===== config.mk =====
export PLATFORM = sky130hd
export DESIGN_NAME = delay_line_var
export DESIGN_NICKNAME = d
export VERILOG_FILES = /design/src/rtl/delay_line_var.sv
export SDC_FILE = /design/constraint.sdc
export NUM_CORES = 1
export LEC_CHECK = 0
export CORE_MARGIN = 2
export CORE_UTILIZATION = 25
export CTS_CLUSTER_DIAMETER = 150
export DETAILED_ROUTE_END_ITERATION = 7
export SLEW_MARGIN = 20
export SYNTH_ARGS = -nofsm -noshare
export SYNTH_HDL_FRONTEND = slang
export SYNTH_SLANG_ARGS = --single-unit

===== constraint.sdc =====
create_clock -name clk -period 2.3 [get_ports clk]
set_input_delay 0.46 -clock clk [delete_from_list [all_inputs] [get_ports clk]]
set_output_delay 0.46 -clock clk [all_outputs]
set_load 0.005 [all_outputs]

===== src/rtl/delay_line_var.sv =====
// delay_line_var: data + valid delay line whose delay (1..MAX_DLT enabled cycles) is loaded at run time,
// with stall (en), flush and clamped delay load. Define DELAY_LINE_OCC_EN to add the occ occupancy output.
module delay_line_var #(
   parameter  int DW       = 8,
   parameter  int MAX_DLT  = 16,
   parameter  int DLT_INIT = 1,
   localparam int DLW      = $clog2(MAX_DLT + 1)
) (
   input  logic           clk,
   input  logic           rst_n,
   input  logic           en,
   input  logic [DW-1:0]  xi,
   input  logic           vi,
   output logic [DW-1:0]  xo,
   output logic           vo,
   input  logic [DLW-1:0] dly_i,
   input  logic           dly_ld,
   input  logic           flush,
   output logic [DLW-1:0] dly_o,
   output logic           dly_err
`ifdef DELAY_LINE_OCC_EN
   ,
   output logic [DLW-1:0] occ
`endif
);

   function automatic logic [DLW-1:0] clamp_dly(input logic [DLW-1:0] req);
      logic [DLW-1:0] res;
      if (req == {DLW{1'b0}}) begin
         res = DLW'(1);
      end else if (req > DLW'(MAX_DLT)) begin
         res = DLW'(MAX_DLT);
      end else begin
         res = req;
      end
      return res;
   endfunction

   logic [DW-1:0]      d_r [MAX_DLT];
   logic [MAX_DLT-1:0] v_r;
   logic [DLW-1:0]     dly_r;
   logic               err_r;
   logic [DLW-1:0]     tap_s;
   logic [DLW-1:0]     dly_clamp_s;
   logic               clr_s;
   logic               shift_s;

   assign clr_s       = dly_ld | flush;
   assign shift_s     = en & ~clr_s;
   assign tap_s       = dly_r - DLW'(1);
   assign dly_clamp_s = clamp_dly(dly_i);
   assign dly_o       = dly_r;
   assign dly_err     = err_r;

   // Output tap: selects stage dly_o-1, driven from flops only.
   always_comb begin
      xo = {DW{1'b0}};
      vo = 1'b0;
      for (int k = 0; k < MAX_DLT; k++) begin
         xo = (tap_s == DLW'(k)) ? d_r[k] : xo;
         vo = (tap_s == DLW'(k)) ? v_r[k] : vo;
      end
   end

   // Data stages: shift on enabled edges; flush/load leaves the data untouched.
   always_ff @(posedge clk or negedge rst_n) begin
      if (!rst_n) begin
         for (int k = 0; k < MAX_DLT; k++) begin
            d_r[k] <= {DW{1'b0}};
         end
      end else if (shift_s) begin
         d_r[0] <= xi;
         for (int k = 1; k < MAX_DLT; k++) begin
            d_r[k] <= d_r[k-1];
         end
      end
   end

   // Valid stages: cleared by flush/load even while stalled.
   always_ff @(posedge clk or negedge rst_n) begin
      if (!rst_n) begin
         v_r <= {MAX_DLT{1'b0}};
      end else if (clr_s) begin
         v_r <= {MAX_DLT{1'b0}};
      end else if (shift_s) begin
         v_r[0] <= vi;
         for (int k = 1; k < MAX_DLT; k++) begin
            v_r[k] <= v_r[k-1];
         end
      end
   end

   // Delay register and clamp-error pulse; the error bit is rewritten on every edge.
   always_ff @(posedge clk or negedge rst_n) begin
      if (!rst_n) begin
         dly_r <= DLW'(DLT_INIT);
         err_r <= 1'b0;
      end else begin
         err_r <= dly_ld & (dly_clamp_s != dly_i);
         if (dly_ld) begin
            dly_r <= dly_clamp_s;
         end
      end
   end

`ifdef DELAY_LINE_OCC_EN
   logic [DLW-1:0] occ_r;

   assign occ = occ_r;

   // Occupancy of the active window: one entry enters with vi, one leaves with vo.
   always_ff @(posedge clk or negedge rst_n) begin
      if (!rst_n) begin
         occ_r <= {DLW{1'b0}};
      end else if (clr_s) begin
         occ_r <= {DLW{1'b0}};
      end else if (en) begin
         occ_r <= occ_r + DLW'(vi) - DLW'(vo);
      end
   end
`endif

endmodule


# ---- Word level (Yosys, flattened, before mapping)
# Index checks and enable logic that the tools add are counted.
dict set report op_classes {
  n_bitwise 4
  eq_ne 16
  n_addsub 1
  mux 36
  magnitude_cmp 1
  n_reduce_logical 3
}
# operator n
set ops {}
lappend ops {{$mux 8} 16}
lappend ops {{$eq 5x4->1 const B} 8}
lappend ops {{$mux 16} 2}
lappend ops {{$eq 5x3->1 const B} 4}
lappend ops {{$mux 1} 16}
lappend ops {{$eq 5x2->1 const B} 2}
lappend ops {{$logic_not 5->1} 2}
lappend ops {{$mux 5} 2}
lappend ops {{$eq 5x1->1 const B} 1}
lappend ops {{$gt 5x5->1 const B} 1}
lappend ops {{$ne 5x5->1} 1}
lappend ops {{$sub 5x1->5 const B} 1}
lappend ops {{$and 1x1->1} 2}
lappend ops {{$reduce_bool 2->1} 1}
lappend ops {{$not 1->1} 1}
lappend ops {{$or 1x1->1} 1}
dict set report totals {
  wordCells 80
  register_bits 150
  in_bits 19
  out_inout_bits 15
}

# ---- Depth between registers and ports, before layout
dict set report depth {
  word_depth 18
  ltp_mapped 8
}

# ---- Worst setup path after synthesis
# OpenSTA, ideal clock, no wires.
dict set report synth_path {
  path_type {register to output}
  startpoint {register dly_r[0], in the netlist dly_o[0]}
  endpoint {output port xo[1]}
  arrival_time_ns 1.707
  slack_ns 0.133
  t_required_ns 1.840
  stages_incl_launch_ff 6
  path_cell_list {dfstp_2 buf_4 buf_6 mux4_2 a221oi_1 o221ai_1}
}
dict set report synth_via {
  elab_chain_len 18
  elab_cells_between_ends 33
  cone_classes {add/sub: 1; eq/ne: 15; mux: 16; reduce/logical: 1}
}
# element line_no
set synth_rtl {}
lappend synth_rtl {{start, declared} 41} ;# logic [DLW-1:0] dly_r;
lappend synth_rtl {{start signal, assigned} 96} ;# dly_r <= DLW'(DLT_INIT);
lappend synth_rtl {{start signal, assigned} 101} ;# dly_r <= dly_clamp_s;
lappend synth_rtl {{$sub 5x1->5 (*)} 50} ;# assign tap_s = dly_r - DLW'(1);
lappend synth_rtl {{$logic_not 5->1} 60} ;# xo = (tap_s == DLW'(k)) ? d_r[k] : xo;
lappend synth_rtl {{$mux 8 (15 in series)} 60}
lappend synth_rtl {{$mux 8 (*)} 60}
lappend synth_rtl {{end, declared} 14} ;# output logic [DW-1:0] xo,
# Mark *: on every way between the ends. The rest lies on a longest branch, timed or not.

# ---- Worst setup path after layout
dict set report layout_path {
  startpoint {register dly_r[0], in the netlist dly_o[0]}
  endpoint {output port xo[4]}
}
# Same word-level chain as after synthesis.

==> run_results.csv <==
group,metric,value,unit
routing,ant_nets,0,
global_routing,overflow,0,
run,cap_violations,0,
sta,finalSetupViolCount,9,
power_and_ir_drop,netSwitchingPower,2.30,mW
logic_synthesis,ys_top_cells_by_area,"dfrtp_1 53%, mux2_2 22%, mux4_2 2.6%",
placed_design,dp_cells,1018,
power_and_ir_drop,power.total,8.29,mW
logic_synthesis,synth_seq_cells,150,
global_routing,grt_pass1_wl,28300,µm
logic_synthesis,syn_area,0.00705,mm²
sta,skew,0.00683,ns
layout,design_area,0.00941,mm²
power_and_ir_drop,p_clk_share,33.0,%
critical_path,worst_ep_required_time,1.84,ns
placed_design,hpwl,11900,µm
sta,hold_violations,0,
critical_path,r2r-end,"dly_o[0]",
cts,clock_latency,0.42,ns
status,violations,"setup timing",
sta,hold_slack,0.509,ns
cts,path_clk_slew,0.06,ns
cts,cts_buffer_depth,2,
power_and_ir_drop,comb_power_share,22.2,%
die,dieArea,0.0296,mm²
sta,slew-limit-headroom,70.9,%
sta,fin_crit_sh,121,%
routing,route.detailed.drc,0,
worst_hold_path,hold_start,"d_r[90]",
cts,htree_levels,4,
cts,cts-root-buf,"clkbuf_16",
routing,dr.pass1.iters,4,
routing,first_iter_violations,292,
power_and_ir_drop,p_int,5.99,mW
placed_design,placed_cell_area,0.00845,mm²
layout,layout.nets,701,
layout,area_growth,33.5,%
placed_design,port_buffers,33,
die,initial_core_util,25.4,%
global_routing,grt_use_total,12.4,%
logic_synthesis,synth_ff_type,"dfrtp_1",
power_and_ir_drop,powerDensity,881,mW/mm²
logic_synthesis,syn_inst,553,
critical_path,rrSetupSlack,1.03,ns
critical_path,start_kind,"flop",
routing,avgRoutedWirePerCell,16.0,µm
cts,cts_tree,"done",
logic_synthesis,syn_nets,572,
logic_synthesis,yosys_warnings,0,
die,die_h,172,µm
critical_path,rr_worst_depth,5,
power_and_ir_drop,ir_drop,0.000565,V
cts,cts_inserted_buffers,17,
power_and_ir_drop,pwr-share-seq,44.8,%
sta,clock.fmax,0.360,GHz
power_and_ir_drop,p_leak,4.19,nW
sta,tightest_slew,0.437,ns
sta,final_max_slew_viol_count,0,
power_and_ir_drop,switching_share,27.7,%
critical_path,cp-end-kind,"output pin",
logic_synthesis,yosys.area.top_type,"dfrtp_1",
critical_path,rr_startpoint,"dly_o[0]",
critical_path,cp_data_arrival_time,2.32,ns
placed_design,gp_congestion,0.843,
global_routing,grt_max_degree,45,
worst_hold_path,hold_end,"d_r[82]",
routing,routed_via_density,4.60,
global_routing,first_global_vias,5239,
sta,period_needed,2.78,ns
die,ios,34,
sta,rsz0062_at_grt,"true",
layout,fin_util,33.9,%
logic_synthesis,synth_top_cell_area_share,52.9,%
layout,layout.cells.non_filler,1072,
die,die_w,172,µm
die,fp-row-count,61,
logic_synthesis,synthDistinctLibCells,49,
logic_synthesis,synth-async-reset-ratio,100,%
global_routing,antenna_found_initial,0,
sta,setup_ws,-0.481,ns
routing,routed_wl,17200,µm
logic_synthesis,synth-edff-count,0,
layout,diodes,0,
status,outcome,"complete, but fails checks",
die,core,0.0278,mm²
critical_path,path_max_fanout,7,
logic_synthesis,seq_area_frac_synth,53.3,%
worst_hold_path,hold_class,"flop to flop",
layout,drive_gt1_share,49.7,%
critical_path,worst-setup-path-type,"flop to output pin",
cts,clock_sinks,150,
worst_hold_path,min_path_cells,1,
logic_synthesis,syn_avg_cell_area,12.7,µm²
routing,via_count,4931,
[final cells by class]
type                    count  area [µm²]
clock buffers              20         447
repair buffers            152        1350
fillers                  2754       18400
flip-flops and latches    150        3760
well taps                 378         473
inverters                   4        17.5
clock inverters            11         124
multi-input cells         357        3240
[how the worst max path moves through the flow]
stage,start,endpoint,depth (start not counted)
CTS,dly_o[0],xo[0],8
global route,dly_o[0],xo[0],7
finish,dly_o[0],xo[4],7
detailed placement,dly_o[0],xo[0],8
floorplan,dly_o[0],xo[1],5
global placement,dly_o[0],xo[0],8
[synth_stat cells, types with 5 or more instances]
master	n
buf_4	5
dfrtp_1	149
nand2b_1	5
nor2_1	20
a22o_1	16
o31ai_1	7
o21ai_0	23
mux2i_1	15
nand3_1	5
nand2_1	22
o22ai_1	14
mux4_2	8
clkbuf_1	9
mux2_2	136
buf_2	25
o211ai_1	6
a21oi_1	30
[metal layers]
layer / routed length (µm) / up-vias / part of all wire, % / track usage [%]
li1: - / 2316 / - / -
met1: 7870 / 2541 / 46 / 16.4
met2: 8590 / 62 / 50 / 20.2
met3: 572 / 12 / 3.3 / 3.25
met4: 159 / 0 / 0.92 / 3.32
met5: 0 / - / 0 / 0
[flip-flops by register name, summed over array words and instances (netlist names)]
name and flops:
v_r 16, d_r 128, dly_o 5, dly_err 1
[what timing repair did]
action,CTS,global route
setup endpoints to repair,9,9
gates resized for setup,99,8
pin swaps,25,11
setup buffers,22,5
hold endpoints to repair,38,0
hold buffers,1,0
[layout by cell type (no fill, tap or decap), types with 4 or more instances in the layout]
master,netlist,final
a22o_1,16,16
nand2_1,22,19
o22ai_1,14,12
buf_2,25,9
nand2b_1,5,4
buf_12,0,8
mux2i_1,15,15
o211ai_1,6,6
clkbuf_16,0,17
o31ai_1,7,5
a21oi_1,30,19
mux4_2,8,8
buf_6,2,17
buf_4,5,93
a21oi_2,0,11
dfrtp_1,149,147
nor2_1,20,17
mux2_2,136,136
o21ai_0,23,19
nand3_1,5,5
clkdlybuf4s50_1,0,22
[power by group through the flow]
stage               Clock (mW)  Sequential, mW  Combinational (mW)
floorplan                    0            3.58                1.08
global placement             0            3.75                1.68
detailed placement           0            3.76                1.71
CTS                       2.79            3.72                1.85
global route              2.92            3.81                2.02
finish                    2.73            3.72                1.84
[critical path, stage by stage (launching register included)]
cell	delay (ns)
dfstp_2	0.63
buf_6	0.14
buf_12	0.11
buf_12	0.12
mux4_2	0.53
a21oi_2	0.17
a21oi_2	0.08
buf_2	0.13
[stage by stage]
step                setup slack, ns  TNS [ns]
floorplan                     0.133         0
global placement             -0.743     -4.22
detailed placement           -0.741     -4.37
CTS                          -0.597     -4.50
global route                 -0.622     -4.99
finish                       -0.481     -3.93
[cell families (layout without fill, tap and decap cells)]
| kind of cell | after synthesis | after routing | synth area share (%) |
|---|---|---|---|
| flops | 150 | 150 | 53.3 |
| simple gates | 74 | 74 | 5.22 |
| xor+xnor | 1 | 1 | 0.124 |
| buf+inv | 46 | 187 | 3.41 |
| compound gates | 123 | 123 | 11.6 |
| mux | 159 | 159 | 26.4 |
(Power assumes the default switching activity.)
